[src/rtl/if_stage_pkg.sv]
// Shared pipeline definitions: bubble instruction, fetch FSM encoding, IF/ID field widths.
package if_stage_pkg;

    localparam int unsigned INST_W = 32;
    localparam int unsigned PC_W   = 32;

    localparam logic [INST_W-1:0] NOP_INST = 32'h0000_0013;

    typedef enum logic [1:0] {
        FETCH   = 2'd0,
        DISCARD = 2'd1,
        HOLD    = 2'd2
    } fetch_state_t;

    typedef struct packed {
        logic [INST_W-1:0] inst;
        logic [PC_W-1:0]   pc;
    } fetch_buf_t;

    // Instruction addresses are word aligned; low two bits are dropped.
    function automatic logic [PC_W-1:0] align_pc(input logic [PC_W-1:0] addr);
        return {addr[PC_W-1:2], 2'b00};
    endfunction

endpackage

[src/rtl/if_stage_if_id_reg.sv]
// Pipeline register with async reset, flush-to-bubble (highest priority), load and hold.
module if_id_reg #(
    parameter logic [31:0] NOP_INST = if_stage_pkg::NOP_INST
) (
    input  logic        clk,
    input  logic        rst,
    input  logic        load,
    input  logic        flush,
    input  logic [31:0] d_inst,
    input  logic [31:0] d_pc,
    input  logic        d_valid,
    output logic [31:0] q_inst,
    output logic [31:0] q_pc,
    output logic        q_valid
);

    always_ff @(posedge clk or posedge rst) begin
        if (rst) begin
            q_inst  <= NOP_INST;
            q_pc    <= '0;
            q_valid <= 1'b0;
        end else if (flush) begin
            q_inst  <= NOP_INST;
            q_pc    <= '0;
            q_valid <= 1'b0;
        end else if (load) begin
            q_inst  <= d_inst;
            q_pc    <= d_pc;
            q_valid <= d_valid;
        end
    end

endmodule

[src/rtl/if_stage.sv]
// RV32I instruction-fetch stage: owns the PC, single-outstanding imem requests, IF/ID register.
module if_stage #(
    parameter logic [31:0] RESET_PC = 32'h0000_0000,
    parameter logic [31:0] NOP_INST = if_stage_pkg::NOP_INST
) (
    input  logic        clk,
    input  logic        rst,
    input  logic        stall_i,
    input  logic        flush_i,
    input  logic        redirect_i,
    input  logic [31:0] redirect_pc_i,
    output logic        imem_req_o,
    output logic [31:0] imem_addr_o,
    input  logic        imem_ack_i,
    input  logic [31:0] imem_rdata_i,
    output logic [31:0] if_id_inst,
    output logic [31:0] if_id_pc,
    output logic        if_id_valid,
    output logic        fetch_busy_o
);

    import if_stage_pkg::*;

    fetch_state_t    state_q, state_d;
    logic [PC_W-1:0] pc_q, pc_d;
    logic [PC_W-1:0] tgt_q, tgt_d;
    fetch_buf_t      buf_q, buf_d;

    logic [PC_W-1:0]   redirect_pc;
    logic [PC_W-1:0]   pc_inc;
    logic              id_load;
    logic              id_bubble;
    logic [INST_W-1:0] id_inst_d;
    logic [PC_W-1:0]   id_pc_d;

    assign redirect_pc = align_pc(redirect_pc_i);
    assign pc_inc      = pc_q + PC_W'(4);

    // State, PC, redirect target and stall buffer.
    always_ff @(posedge clk or posedge rst) begin
        if (rst) begin
            state_q <= FETCH;
            pc_q    <= RESET_PC;
            tgt_q   <= '0;
            buf_q   <= '0;
        end else begin
            state_q <= state_d;
            pc_q    <= pc_d;
            tgt_q   <= tgt_d;
            buf_q   <= buf_d;
        end
    end

    // Next-state and IF/ID control; a redirect always squashes IF/ID on the same edge.
    always_comb begin
        state_d   = state_q;
        pc_d      = pc_q;
        tgt_d     = tgt_q;
        buf_d     = buf_q;
        id_load   = 1'b0;
        id_bubble = 1'b0;
        id_inst_d = imem_rdata_i;
        id_pc_d   = pc_q;

        case (state_q)
            FETCH: begin
                if (redirect_i) begin
                    id_bubble = 1'b1;
                    if (imem_ack_i) begin
                        pc_d = redirect_pc;
                    end else begin
                        tgt_d   = redirect_pc;
                        state_d = DISCARD;
                    end
                end else if (imem_ack_i) begin
                    pc_d = pc_inc;
                    if (stall_i) begin
                        buf_d   = '{inst: imem_rdata_i, pc: pc_q};
                        state_d = HOLD;
                    end else begin
                        id_load = 1'b1;
                    end
                end else if (!stall_i) begin
                    id_bubble = 1'b1;
                end
            end

            // Old request is still outstanding: wait for its ack, then drop the data.
            DISCARD: begin
                id_bubble = 1'b1;
                if (imem_ack_i) begin
                    pc_d    = redirect_i ? redirect_pc : tgt_q;
                    state_d = FETCH;
                end else if (redirect_i) begin
                    tgt_d = redirect_pc;
                end
            end

            HOLD: begin
                if (redirect_i) begin
                    pc_d      = redirect_pc;
                    id_bubble = 1'b1;
                    state_d   = FETCH;
                end else if (!stall_i) begin
                    id_load   = 1'b1;
                    id_inst_d = buf_q.inst;
                    id_pc_d   = buf_q.pc;
                    state_d   = FETCH;
                end
            end

            default: begin
                state_d = FETCH;
            end
        endcase
    end

    if_id_reg #(
        .NOP_INST (NOP_INST)
    ) u_if_id_reg (
        .clk     (clk),
        .rst     (rst),
        .load    (id_load),
        .flush   (flush_i | id_bubble),
        .d_inst  (id_inst_d),
        .d_pc    (id_pc_d),
        .d_valid (1'b1),
        .q_inst  (if_id_inst),
        .q_pc    (if_id_pc),
        .q_valid (if_id_valid)
    );

    // Request is a decode of state so a 0-wait memory can ack in the cycle it rises.
    assign imem_req_o   = !rst && (state_q != HOLD);
    assign imem_addr_o  = pc_q;
    assign fetch_busy_o = (state_q != FETCH);

endmodule

[config.mk]
export PLATFORM = sky130hd
export DESIGN_NAME = if_stage
export DESIGN_NICKNAME = d
export VERILOG_FILES = /design/src/rtl/if_stage_pkg.sv /design/src/rtl/if_stage_if_id_reg.sv /design/src/rtl/if_stage.sv
export SDC_FILE = /design/constraint.sdc
export NUM_CORES = 1
export LEC_CHECK = 0
export ABC_AREA = 1
export BUFFER_PORTS_ARGS = -buffer_cell sky130_fd_sc_hd__buf_2
export CAP_MARGIN = 20
export CORE_MARGIN = 2
export CORE_UTILIZATION = 32
export CTS_CLUSTER_DIAMETER = 200
export DETAILED_ROUTE_END_ITERATION = 16
export PLACE_DENSITY = 0.62
export SLEW_MARGIN = 40
export SYNTH_ARGS = -nofsm -noshare
export SYNTH_HDL_FRONTEND = slang
export SYNTH_SLANG_ARGS = --single-unit
export TNS_END_PERCENT = 10
[constraint.sdc]
create_clock -name clk -period 7.95 [get_ports clk]
set_clock_uncertainty 0.2 [all_clocks]
set_input_delay 1.1925 -clock clk [delete_from_list [all_inputs] [get_ports clk]]
set_output_delay 1.1925 -clock clk [all_outputs]
set_load 0.1 [all_outputs]
Word-level counts from Yosys, hierarchy flattened
Cells that the tools add are included.
Storage, ports and cells
  flip-flop bits (word level): 195
  bits of input ports: 70
Operators by class
  add/subtract/negate cells: 1
  equal/unequal tests: 13
  mux-type cells: 40
  bitwise logic cells: 2
  reduce and logical (&&, ||, !) cells: 11
Operator list (count)
  32-bit two-way mux: 19
  32-bit case mux with 3 select lines: 1
  32-bit case mux with 2 select lines: 1
  32-bit by 3-bit adder with 32-bit output (second input constant): 1
  2-bit two-way mux: 7
  2-bit != test (second input constant): 7
  3-bit != test (second input constant): 4
  4-bit AND reduction: 3
  1-bit two-way mux: 9
  2-bit case mux with 3 select lines: 1
  2-bit nonzero test: 3
  5-bit AND reduction: 1
  1-bit case mux with 3 select lines: 1
  3-bit nonzero test: 1
  2-bit by 1-bit == test with 1-bit output (second input constant): 1
  2-bit == test (second input constant): 1
  2-bit logical NOT: 1
  1-bit case mux with 2 select lines: 1
  1-bit logical AND: 1
  1-bit logical NOT: 1
  1-bit NOT: 1
  1-bit OR: 1

Logic depth before layout (Yosys ltp)
  depth after elaboration: 6
  mapped depth: 12

Cells and area by module
A second synthesis with hierarchy kept.
Unflattened totals
  cell total of the unflattened synthesis: 1336
  area total of the unflattened synthesis: 9965.8 sq um
By module, submodules not included
  if_stage: times used 1, cells an instance 1053, area each 7384.6 sq um
  if_id_reg: times used 1, cells an instance 283, area each 2581.2 sq um

Least setup slack after synthesis
Ideal clock, no wire load.
  path type: input -> output
  from: input rst
  to: output imem_req_o
  data arrival time: 2.443 ns
  required time: 6.557 ns
  path slack: 4.114 ns
  cell stages on the path: 1
  cells stage by stage: nor2_1
Between the ends
  longest elaborated chain between the ends: 2
RTL lines
  start: declaration: RTL line if_stage.sv:7  | input logic rst,
  1-bit logical NOT: RTL line if_stage.sv:134  | assign imem_req_o = !rst && (state_q != HOLD);
  1-bit logical AND: RTL line if_stage.sv:134
  end: declaration: RTL line if_stage.sv:12  | output logic imem_req_o,
No other way between the ends.

Worst setup path after layout
  from: input redirect_i
  to: register u_if_id_reg.q_inst[4]
Between the ends
  longest elaborated chain between the ends: 4
  elaborated cells between the ends (all ways): 12
RTL lines
  start: declaration: RTL line if_stage.sv:10  | input logic redirect_i,
  1-bit two-way mux, or another cell as far along: RTL line if_stage.sv:100  | if (redirect_i) begin
  1-bit case mux with 3 select lines or 32-bit two-way mux (tied branches): RTL line if_stage.sv:65  | case (state_q)
  1-bit OR or 32-bit two-way mux (tied branches): RTL line if_stage.sv:124, if_stage_if_id_reg.sv:26
  32-bit two-way mux or 2-bit nonzero test (tied branches)
  end signal: assignment: RTL line if_stage_if_id_reg.sv:27  | q_inst <= d_inst;
  end: declaration: RTL line if_stage_if_id_reg.sv:12  | output logic [31:0] q_inst,
Parallel ways exist; a longest one is shown, timed or not. The select of a mux whose other input is x is not followed.
A chain may end at the register's enable or synchronous reset.

==> impl_metrics.sql <==
INSERT INTO impl_metrics (metric_group, metric, value, unit) VALUES
('synthesis', 'synth-seq-cells', '195', ''),
('synthesis', 'syn-mean-instance-area', '7.61', 'um^2'),
('worst_hold_path', 'timing.hold.worst_path_depth', '2', ''),
('global_route', 'grt-busiest-layer', 'met1', ''),
('clock_network', 'numCtsBuffers', '17', ''),
('worst_setup_path', 'critPathLaunch', 'redirect_i', ''),
('clock_network', 'insertion_delay', '450', 'ps'),
('cells_and_area', 'num-nets-final', '1495', ''),
('synthesis', 'synth.cell_area', '9910', 'um^2'),
('synthesis', 'synth_cell_type_count', '35', ''),
('clock_network', 'clock_tree.root_cell', 'clkbuf_16', ''),
('synthesis', 'synth-warning-count', '0', ''),
('global_route', 'globalRouteMet2Util', '26.7', '%'),
('cells_and_area', 'antennaDiodeCount', '0', ''),
('global_route', 'largest_net_degree_at_the_start_of_global_routing', '129', ''),
('pwr', 'powerDensity', '407', 'nW/um^2'),
('synthesis', 'postSynthCellCount', '1303', ''),
('routing', 'routedWlPerCell', '16.1', 'um'),
('worst_setup_path', 'crit_path_max_incr_delay', '630', 'ps'),
('floorplan', 'initial_utilization', '32.5', '%'),
('sta', 'max_freq', '0.279', 'GHz'),
('synthesis', 'synth_top_area_share', '48.5', '%'),
('synthesis', 'postSynthNetCount', '1378', ''),
('worst_setup_path', 'rr_endpoint', 'u_if_id_reg.q_inst[31]', ''),
('synthesis', 'synth_top_area_cell', 'dfrtp_1', ''),
('global_route', 'gr-total-overflow', '0', ''),
('cells_and_area', 'syn2layout_area_growth', '18.0', '%'),
('synthesis', 'synth.top_cells.by_count', 'nand2_1, dfrtp_1, inv_1', ''),
('clock_network', 'cts_hold_repair.buffers', '0', ''),
('floorplan', 'die_h', '180', 'um'),
('worst_setup_path', 'critical_path.top_delay_family', 'buffers and inverters', ''),
('global_route', 'grt_pass1_vias', '8332', ''),
('placed_design', 'hpwlAfterDp', '19.2', 'mm'),
('pwr', 'p_leak', '5.77', 'nW'),
('routing', 'postRouteAntennaNets', '0', ''),
('sta', 'final.min_clock_period', '3580', 'ps'),
('cells_and_area', 'post_route_cells_drive_above_1_share', '16.2', '%'),
('synthesis', 'synth_enable_flop_cells', '0', ''),
('clock_network', 'clk_pin_slew', '80', 'ps'),
('global_route', 'grt_antenna_before_repair', '1', ''),
('worst_setup_path', 'reg2reg_slack', '4700', 'ps'),
('worst_setup_path', 'critPathArrivalTime', '3760', 'ps'),
('worst_setup_path', 'crit_path_top_delay_cell', 'buf_4', ''),
('sta', 'slew_headroom', '43.9', '%'),
('floorplan', 'fp.coreArea', '30500', 'um^2'),
('worst_hold_path', 'hold_path_end', 'tgt_q[26]', ''),
('global_route', 'met3_demand_to_capacity_share_in_global_routing', '4.22', '%'),
('routing', 'vias', '9075', ''),
('worst_setup_path', 'count_of_buffer_and_inverter_cells_on_the_critical_path', '5', ''),
('worst_setup_path', 'criticalPathCategory', 'input pin to flip-flop', ''),
('routing', 'remaining_drc_errors', '0', ''),
('sta', 'finalHoldViolations', '0', ''),
('sta', 'final_min_period_over_clock_period', '45.0', '%'),
('sta', 'tightestPinTransition', '840', 'ps'),
('worst_hold_path', 'holdCritPathClass', 'flip-flop to flip-flop', ''),
('clock_network', 'clock_tree_from_tritoncts', 'built', ''),
('synthesis', 'async_flop_share', '100', '%'),
('worst_setup_path', 'worstRegToRegCells', '9', ''),
('routing', 'drt_first_pass_iters', '5', ''),
('sta', 'rsz_0062_raised_after_global_routing', 'no', ''),
('floorplan', 'design.portCount', '169', ''),
('worst_setup_path', 'start_kind', 'input pin', ''),
('worst_setup_path', 'crit_path_frequent_cell', 'buf_4', ''),
('cells_and_area', 'fin_util', '38.3', '%'),
('clock_network', 'post_cts_resized', '0', ''),
('run_status', 'outcome', 'finished clean', ''),
('worst_setup_path', 'crit_required', '8130', 'ps'),
('worst_hold_path', 'hold_path_origin', 'tgt_q[26]', ''),
('global_route', 'grt_first_pass_wirelength', '47.3', 'mm'),
('floorplan', 'die_x', '180', 'um'),
('synthesis', 'synth.most_common_cell', 'nand2_1', '');
layout by cell type, fill, tap and decap left out, types with 2 or more instances in the layout:
cell       instances
bufinv_16          4
a22oi_1           10
ha_1               4
nand2_1          334
inv_1            151
nor3_1             6
nor2_1           112
o211ai_1           6
nand3_1           31
buf_4              7
nand4_1           69
a221oi_1           8
o21a_1             4
buf_2            166
nor2_2             5
inv_6              3
o21ai_1           67
clkbuf_16         17
o21ai_0          102
nand3_2            2
inv_2              6
o22ai_1            2
buf_6              3
dfrtp_1          192
inv_8              6
a32oi_1            5
a21oi_1           92
dfstp_2            3
worst register-to-register path, stage by stage, from the launching register on:
cell	delay, ps
dfrtp_1	420
inv_1	130
ha_1	510
inv_1	150
o211ai_1	290
o21ai_4	80
buf_4	360
nand3_2	150
buf_4	620
o21ai_0	200
where the power goes:
group / internal [mW] / total, mW / switching (mW)
logic: 0.480 / 2.21 / 1.73
clock network: 0.547 / 0.989 / 0.442
registers: 1.32 / 1.56 / 0.244
total: 2.35 / 4.76 / 2.42
how the worst max path moves through the flow:
stage                     cells past startpoint                      to  slack (ps)
after global routing                          9  u_if_id_reg.q_inst[20]        4220
final                                         9   u_if_id_reg.q_inst[4]        4370
after CTS                                     9   u_if_id_reg.q_inst[4]        4410
after floorplan                               1                buf_q[0]        1250
after detailed placement                      9   u_if_id_reg.q_inst[4]        3920
after global placement                        9   u_if_id_reg.q_inst[0]        3940
metrics by stage:
| stage | hold WS [ps] | area (um^2) | setup slack (ps) | total power, mW | instances |
|---|---|---|---|---|---|
| final | 284 | 11700 | 4370 | 4.76 | 1829 |
| after global routing | 305 | 11700 | 4220 | 5.08 | 1829 |
| after CTS | 286 | 11700 | 4410 | 4.79 | 1828 |
| after detailed placement | 265 | 11000 | 3920 | 3.78 | 1796 |
| after global placement | 262 | 11000 | 3940 | 3.75 | 1796 |
| after floorplan | 248 | 9910 | 1250 | 3.27 | 1303 |
flip-flops by register name, summed over array words and instances (netlist names):
register and flops:
u_if_id_reg.q_valid 1, u_if_id_reg.q_inst 32, tgt_q 32, buf_q 64, u_if_id_reg.q_pc 32, state_q 2, imem_addr_o 32
cell type report:
class | instances | area (um^2)
clock buffer | 17 | 425
inverter | 158 | 606
timing repair buffer | 177 | 945
clock inverter | 15 | 239
sequential | 195 | 4880
multi-input combinational | 871 | 4100
tap | 396 | 495
fill | 3187 | 18800
metal layers:
metal  wire [um]  vias to the layer above  share of wire, %
li1            -                     4496                 -
met1       14300                     4222                49
met2       12600                      329                43
met3        2090                       28               7.1
met4         463                        0               1.6
met5           0                        -                 0
logic make-up (layout without fill, tap and decap cells):
| group | count (synthesis) | after routing | synth area share (%) |
|---|---|---|---|
| and+or+nand+nor | 565 | 565 | 24.0 |
| AOI/OAI and AO/OA | 301 | 301 | 16.4 |
| buffers and inverters | 237 | 367 | 9.69 |
| DFF | 195 | 195 | 49.3 |
| adders and majority gates | 5 | 5 | 0.631 |
No activity file was read; power rests on OpenSTA's default activity.
